### config.mk
export PLATFORM = sky130hd
export DESIGN_NAME = regfile_arbiter
export DESIGN_NICKNAME = d
export VERILOG_FILES = /design/src/rtl/regfile_arbiter.sv
export SDC_FILE = /design/constraint.sdc
export NUM_CORES = 1
export LEC_CHECK = 0
export CAP_MARGIN = 15
export CORE_MARGIN = 5
export CORE_UTILIZATION = 42
export CTS_CLUSTER_SIZE = 28
export DETAILED_ROUTE_END_ITERATION = 6
export HOLD_SLACK_MARGIN = 0.12
export PLACE_DENSITY = 0.8
export SLEW_MARGIN = 20
export SYNTH_ARGS = -nofsm -noshare
export SYNTH_HDL_FRONTEND = slang
export SYNTH_SLANG_ARGS = --single-unit
### constraint.sdc
create_clock -name i_clk -period 4.3 [get_ports i_clk]
set_clock_uncertainty 0.2 [all_clocks]
set_input_delay 0.43 -clock i_clk [delete_from_list [all_inputs] [get_ports i_clk]]
set_output_delay 0.43 -clock i_clk [all_outputs]
set_load 0.01 [all_outputs]
### src/rtl/regfile_arbiter.sv
// regfile_arbiter: shares the register file port between the core LSU (m0)
// and the debug port (m1), one transaction at a time.
//
// state      | meaning
// ST_IDLE    | port idle; arbitrate and latch a command when any req is high
// ST_ISSUE   | command on the register port for exactly this cycle
// ST_CAPTURE | reg_rdata valid; complete the granted requester on the closing edge
module regfile_arbiter #(
    parameter int FIXED_PRIO = 0
) (
    input  logic        i_clk,
    input  logic        i_reset,
    input  logic        i_m0_req,
    input  logic [2:0]  i_m0_addr,
    input  logic        i_m0_r_wn,
    input  logic [3:0]  i_m0_wben,
    input  logic [31:0] i_m0_wdata,
    output logic        o_m0_ack,
    output logic        o_m0_err,
    output logic [31:0] o_m0_rdata,
    input  logic        i_m1_req,
    input  logic [2:0]  i_m1_addr,
    input  logic        i_m1_r_wn,
    input  logic [3:0]  i_m1_wben,
    input  logic [31:0] i_m1_wdata,
    output logic        o_m1_ack,
    output logic        o_m1_err,
    output logic [31:0] o_m1_rdata,
    output logic [2:0]  o_reg_addr,
    output logic        o_reg_r_wn,
    output logic [3:0]  o_reg_wben,
    output logic [31:0] o_reg_wdata,
    input  logic [31:0] i_reg_rdata,
    output logic        o_busy
);

    typedef enum logic [1:0] {
        ST_IDLE    = 2'd0,
        ST_ISSUE   = 2'd1,
        ST_CAPTURE = 2'd2
    } state_t;

    state_t      r_state;
    state_t      w_state_nxt;
    logic        r_last_m1;
    logic        r_gnt_m1;
    logic        r_rej;
    logic        r_rd;

    logic        w_pick_m1;
    logic        w_grant;
    logic        w_rej;
    logic [2:0]  w_addr;
    logic        w_r_wn;
    logic [3:0]  w_wben;
    logic [31:0] w_wdata;

    // Arbitration, command select and access legality check.
    always_comb begin
        w_pick_m1 = 1'b0;
        if (i_m0_req && i_m1_req) begin
            w_pick_m1 = (FIXED_PRIO == 0) ? !r_last_m1 : 1'b0;
        end else begin
            w_pick_m1 = i_m1_req;
        end
        w_addr  = w_pick_m1 ? i_m1_addr  : i_m0_addr;
        w_r_wn  = w_pick_m1 ? i_m1_r_wn  : i_m0_r_wn;
        w_wben  = w_pick_m1 ? i_m1_wben  : i_m0_wben;
        w_wdata = w_pick_m1 ? i_m1_wdata : i_m0_wdata;
        // Read-only registers (0, 1, 3) refuse writes; 7 is unmapped entirely.
        if (w_r_wn) begin
            w_rej = (w_addr == 3'd7);
        end else begin
            w_rej = (w_addr == 3'd0) || (w_addr == 3'd1) ||
                    (w_addr == 3'd3) || (w_addr == 3'd7);
        end
        w_grant = (r_state == ST_IDLE) && (i_m0_req || i_m1_req);
    end

    // Next-state logic.
    always_comb begin
        w_state_nxt = r_state;
        case (r_state)
            ST_IDLE:    if (w_grant) w_state_nxt = ST_ISSUE;
            ST_ISSUE:   w_state_nxt = ST_CAPTURE;
            ST_CAPTURE: w_state_nxt = ST_IDLE;
            default:    w_state_nxt = ST_IDLE;
        endcase
    end

    // State register.
    always_ff @(posedge i_clk or posedge i_reset) begin
        if (i_reset) begin
            r_state <= ST_IDLE;
        end else begin
            r_state <= w_state_nxt;
        end
    end

    // Latch the winner, its reject flag and direction at grant time.
    always_ff @(posedge i_clk or posedge i_reset) begin
        if (i_reset) begin
            r_last_m1 <= 1'b1;
            r_gnt_m1  <= 1'b0;
            r_rej     <= 1'b0;
            r_rd      <= 1'b1;
        end else if (w_grant) begin
            r_last_m1 <= w_pick_m1;
            r_gnt_m1  <= w_pick_m1;
            r_rej     <= w_rej;
            r_rd      <= w_r_wn;
        end
    end

    // Register port: idle read of addr 0 except the single ISSUE cycle of a legal command.
    always_ff @(posedge i_clk or posedge i_reset) begin
        if (i_reset) begin
            o_reg_addr  <= 3'd0;
            o_reg_r_wn  <= 1'b1;
            o_reg_wben  <= 4'd0;
            o_reg_wdata <= 32'd0;
        end else if (w_grant && !w_rej) begin
            o_reg_addr  <= w_addr;
            o_reg_r_wn  <= w_r_wn;
            o_reg_wben  <= w_wben;
            o_reg_wdata <= w_wdata;
        end else begin
            o_reg_addr  <= 3'd0;
            o_reg_r_wn  <= 1'b1;
            o_reg_wben  <= 4'd0;
            o_reg_wdata <= 32'd0;
        end
    end

    // Completion: one-cycle ack/err pulse and read data capture for the granted requester.
    always_ff @(posedge i_clk or posedge i_reset) begin
        if (i_reset) begin
            o_m0_ack   <= 1'b0;
            o_m0_err   <= 1'b0;
            o_m0_rdata <= 32'd0;
            o_m1_ack   <= 1'b0;
            o_m1_err   <= 1'b0;
            o_m1_rdata <= 32'd0;
        end else begin
            o_m0_ack <= 1'b0;
            o_m0_err <= 1'b0;
            o_m1_ack <= 1'b0;
            o_m1_err <= 1'b0;
            if (r_state == ST_CAPTURE) begin
                if (r_gnt_m1) begin
                    o_m1_ack <= 1'b1;
                    o_m1_err <= r_rej;
                    if (r_rd) o_m1_rdata <= r_rej ? 32'd0 : i_reg_rdata;
                end else begin
                    o_m0_ack <= 1'b1;
                    o_m0_err <= r_rej;
                    if (r_rd) o_m0_rdata <= r_rej ? 32'd0 : i_reg_rdata;
                end
            end
        end
    end

    assign o_busy = (r_state != ST_IDLE);

endmodule

---- After elaboration in Yosys (flattened, before gate mapping) ----
Index checks and enable logic that the tools add are counted.
operators by class
  equality and inequality tests ........... 6
  mux-type cells .......................... 21
  bitwise gates (word level) .............. 1
  reductions and logical operators ........ 14
operator list
  cell                  count
  $mux W32              3
  $mux W1               12
  $mux W4               2
  $mux W3               2
  $reduce_and A3 Y1     2
  $logic_or A1 B1 Y1    4
  $pmux W2 S2           1
  $eq A3 B1 Y1 const B  1
  $eq A3 B2 Y1 const B  1
  $eq A3 B3 Y1 const B  1
  $logic_and A1 B1 Y1   3
  $logic_not A3 Y1      1
  $eq A2 B1 Y1 const B  1
  $eq A2 B2 Y1 const B  1
  $logic_not A1 Y1      2
  $logic_not A2 Y1      1
  $mux W2               1
  $ne A2 B2 Y1 const B  1
  $reduce_bool A2 Y1    1
  $not A1 Y1            1
storage, ports and cells
  flip-flop bits (word level) ............. 114
  input port bits ......................... 116
  output and inout port bits .............. 109
  logic and storage cells ................. 57

---- Longest topological paths before layout ----
  depth in word-level cells ............... 11
  depth in mapped cells ................... 5
  mapped depth without buffers ............ 4

---- Least setup slack after synthesis ----
No wires, ideal clock.
  kind .................................... in2reg
  start ................................... input port i_m1_r_wn
  end ..................................... register o_reg_wdata[22]
  setup time .............................. 136 ps
  arrival ................................. 1212 ps
  required time ........................... 3964 ps
  path slack .............................. 2751 ps
  stages on the path ...................... 5
  path buffers ............................ 2
  cell sequence ........................... nor2b_1 -> buf_2 -> buf_4 -> o311ai_1 -> a21oi_1
between the ends
  longest elaborated chain between the ends .. 5
ends and longest elaborated chain
  item                  line  text
  from (decl)           23    input logic i_m1_r_wn,
  $mux W1               67    w_r_wn = w_pick_m1 ? i_m1_r_wn : i_m0_r_wn;
  $mux W1               71    if (w_r_wn) begin
  $logic_not A1 Y1      122   end else if (w_grant && !w_rej) begin
  $logic_and A1 B1 Y1   122
  $mux W32              122
  to (signal assigned)  126   o_reg_wdata <= w_wdata;
  to (decl)             32    output logic [31:0] o_reg_wdata,
Every way passes these cells.
A chain may end at the register's enable or synchronous reset.

---- Final worst setup path ----
  start ................................... register r_state[1]
  end ..................................... output port o_busy
between the ends
  longest elaborated chain between the ends .. 1
ends and longest elaborated chain
  item                    line  text
  from (decl)             43    state_t r_state;
  from (signal assigned)  96    r_state <= w_state_nxt;
  $reduce_bool A2 Y1      163   assign o_busy = (r_state != ST_IDLE);
  to (decl)               34    output logic o_busy
Every way passes these cells.

==> qor.csv <==
stage;metric;value;unit
status;status;finished, final reports clean;
power;pwr-share-seq;33.8;%
placed_design;gp_congestion;0.838;
worst_setup_path;worst_path_dominant_cell_family;buffers and inverters;
worst_setup_path;path_cells;nor2_4 > inv_1 > clkdlybuf4s50_1;
die;core;11900;sq um
synth;syn_inst;485;
synth;synth_nets;601;
power;power.internal;3.50;mW
drt;ant_nets;0;
min_path;hold_class;input port to asynchronous set/reset pin;
worst_setup_path;critical_path.max_fanout;7;
global_routing;grt_antenna_before_repair;0;
drt;drc;0;
clock_tree;cts_setup_buffers;0;
clock_tree;cts_resized;0;
synth;synth_fa_ha_area_share;0;%
die;row_count;40;
synth;synth-compound-area-share;24.8;%
synth;synth_area;5050;sq um
clock_tree;clkLatencyLatePin;0.40;ns
global_routing;grt_use_total;22.7;%
synth;yosys.area.top_type_share;55.0;%
timing;period_needed;2.28;ns
timing;setup_viol;0;
worst_setup_path;cp_num_cells;3;
timing;rsz0062_at_grt;false;
drt;vias;4761;
placed_design;portBuffers;224;
worst_setup_path;required;3.67;ns
placed_design;placed_cells;814;
synth;synthXorXnorAreaFrac;0;%
die;initial_core_util;42.4;%
die;dieArea;14300;sq um
timing;slew_violations;0;
drt;viasPerCell;5.62;
worst_setup_path;worst_setup_path_end_kind;output port;
timing;hold_violations;0;
flow_run;maxCapViolCount;0;
worst_setup_path;start_kind;flip-flop;
synth;synthMuxAreaShare;0;%
clock_tree;ctsHoldBuffers;0;
synth;yosysTopAreaCell;dfrtp_1;
final_layout;final_common_cell;clkdlybuf4s50_1;
power;p_switching;1.56;mW
die;fp.dieH;120;microns
global_routing;gr-total-overflow;0;
final_layout;fillers;901;
clock_tree;cts_buffers;17;
worst_setup_path;worst_ep_arrival_time;1.65;ns
die;chipWidth;120;microns
power;combPwrFrac;35.2;%
power;vdd_ir_drop_max;0.000301;V
final_layout;diodes;0;
power;clockPowerShare;31.0;%
clock_tree;cts_tree;yes;
global_routing;grt_pass1_vias;4799;
worst_setup_path;slowest_stage;clkdlybuf4s50_1;
placed_design;place_hpwl;11400;microns
synth;yosys_warnings;0;
timing;timing.final.crit_share;53.0;%
clock_tree;clock_sinks;114;
drt;wire_per_inst;19.3;microns
synth;ys_ff_latch;114;
synth;yosysSeqAreaShare;56.6;%
synth;yosys.area_share.simple;12.7;%
clock_tree;clock_path_buffers;2;
worst_setup_path;cp.buffers_inverters;2;
final_layout;fin_nets;803;
drt;first_pass_iters;5;
worst_setup_path;cpPeakStageDelay;0.51;ns
timing;fmaxAchievable;0.439;GHz
power;p_leak;3.31;nW
synth;synth_cell_types;37;
clock_tree;clockRootBuffer;clkbuf_16;
final_layout;areaGrowthSynthToFinish;58.3;%
die;io_pins;225;
global_routing;grt_pass1_wl;25900;microns
worst_setup_path;ff2ff_path_depth;3;
clock_tree;cts_max_level;4;
clock_tree;clk_pin_slew_worst_paths;0.05;ns
timing;relSlewSlack;32.3;%
timing;worst_pin_slew;1.02;ns
power;sw_frac_of_total;30.9;%
final_layout;layout-drive-gt1-share;8.29;%
final_layout;most-common-layout-cells;clkdlybuf4s50_1, dfrtp_1, nand2_1;
synth;synthTopCellsByArea;dfrtp_1, o311ai_1, nand2_1;
drt;drt_iter0_drc;490;
synth;syn_area_per_cell;10.4;sq um
placed_design;place_area;7290;sq um
final_layout;post-route-util;67.1;%
drt;routed_wirelength;16300;microns
global_routing;grt_start_max_net_pins;65;
worst_setup_path;critical_path_class;flip-flop to output port;
power;power.density;633;nW/um^2
synth;synth_top_family_by_area;compound AO/OA/AOI/OAI gates;
final_layout;fin_area;7990;sq um
final_layout;fin_cells;847;
timing;setup_tns;0;ns
worst reg2reg max path: stages, from the launching register on:
cell and delay (ns):
dfstp_2 0.58, a21bo_2 0.70, o211ai_1 0.28, a21oi_1 0.25
logic make-up after synthesis:
group / after synthesis
AO/OA/AOI/OAI: 189
buffers and inverters: 57
flip-flops: 114
AND/OR/NAND/NOR: 125
final timing paths:
check,slack (ns),end,startpoint
min reg2reg,0.28,o_m1_rdata[2]$_DFFE_PP0P_,o_m1_rdata[2]$_DFFE_PP0P_
min in group i_clk,0.28,o_m1_rdata[2]$_DFFE_PP0P_,o_m1_rdata[2]$_DFFE_PP0P_
max,2.02,o_busy,r_state[1]$_DFFE_PP0P_
max reg2reg,2.19,o_reg_addr[0]$_DFF_PP0_,r_last_m1$_DFFE_PP1P_
min,0.23,o_m0_rdata[7]$_DFFE_PP0P_,i_reset
max in group asynchronous,2.78,o_reg_r_wn$_DFF_PP1_,i_reset
cell usage after synthesis, drive strengths merged:
library cell and n:
a31oi 2, nand4bb 1, clkbuf 14, inv 5, nor2 3, nand2b 32
o311ai 72, dfrtp 111, nor2b 7, dfstp 3, o211ai 4, or2 1
a21oi 41, a22o 1, a21boi 1, a21o 1, a21bo 1, o31a 1
nor4b 2, and3b 1, buf 38, nand3 2, o21ai 65, nor4 2
nand2 70, and2 2, nand4b 1, nor3b 1
per-stage QoR:
step | hold WS [ns] | setup WS (ns) | power (mW)
detailed placement | 0.273 | 1.36 | 3.50
finish | 0.231 | 2.02 | 5.06
CTS | 0.237 | 1.79 | 5.09
floorplan | 0.285 | 0.659 | 2.47
global placement | 0.262 | 1.55 | 3.42
global route | 0.289 | 1.94 | 5.34
flip-flops by register name, summed over array words and instances, names as in the netlist:
| register | count |
|---|---|
| o_reg_wben | 4 |
| o_reg_addr | 3 |
| o_m1_ack | 1 |
| o_reg_r_wn | 1 |
| r_rd | 1 |
| r_last_m1 | 1 |
| o_reg_wdata | 32 |
| o_m0_ack | 1 |
| o_m1_rdata | 32 |
| r_gnt_m1 | 1 |
| o_m1_err | 1 |
| r_state | 2 |
| r_rej | 1 |
| o_m0_rdata | 32 |
| o_m0_err | 1 |
area by class of cell:
| cell class | count | area, sq um | area share (%) |
|---|---|---|---|
| flip-flops and latches | 114 | 2860 | 35.8 |
| well taps | 147 | 184 | 2.30 |
| clock inverters | 9 | 174 | 2.18 |
| repair buffers | 235 | 2340 | 29.3 |
| inverters | 5 | 21.3 | 0.266 |
| multi-input cells | 314 | 1910 | 23.9 |
| clock buffers | 23 | 498 | 6.23 |
per-layer routing:
layer | up-vias | GRT usage (%) | routed length (microns)
met5 | - | 0 | 0
met4 | 0 | 8.88 | 369
met3 | 32 | 8.39 | 1680
met2 | 258 | 36.9 | 7800
met1 | 2272 | 27.4 | 6460
li1 | 2199 | - | -
power by group through the flow:
stage	combinational [mW]	sequential (mW)	clock, mW
final	1.78	1.71	1.57
after floorplan	0.653	1.82	0
after global routing	1.93	1.76	1.65
after CTS	1.78	1.71	1.59
after global placement	1.72	1.70	0
after detailed placement	1.77	1.73	0
Power figures use the tool's default switching activity.
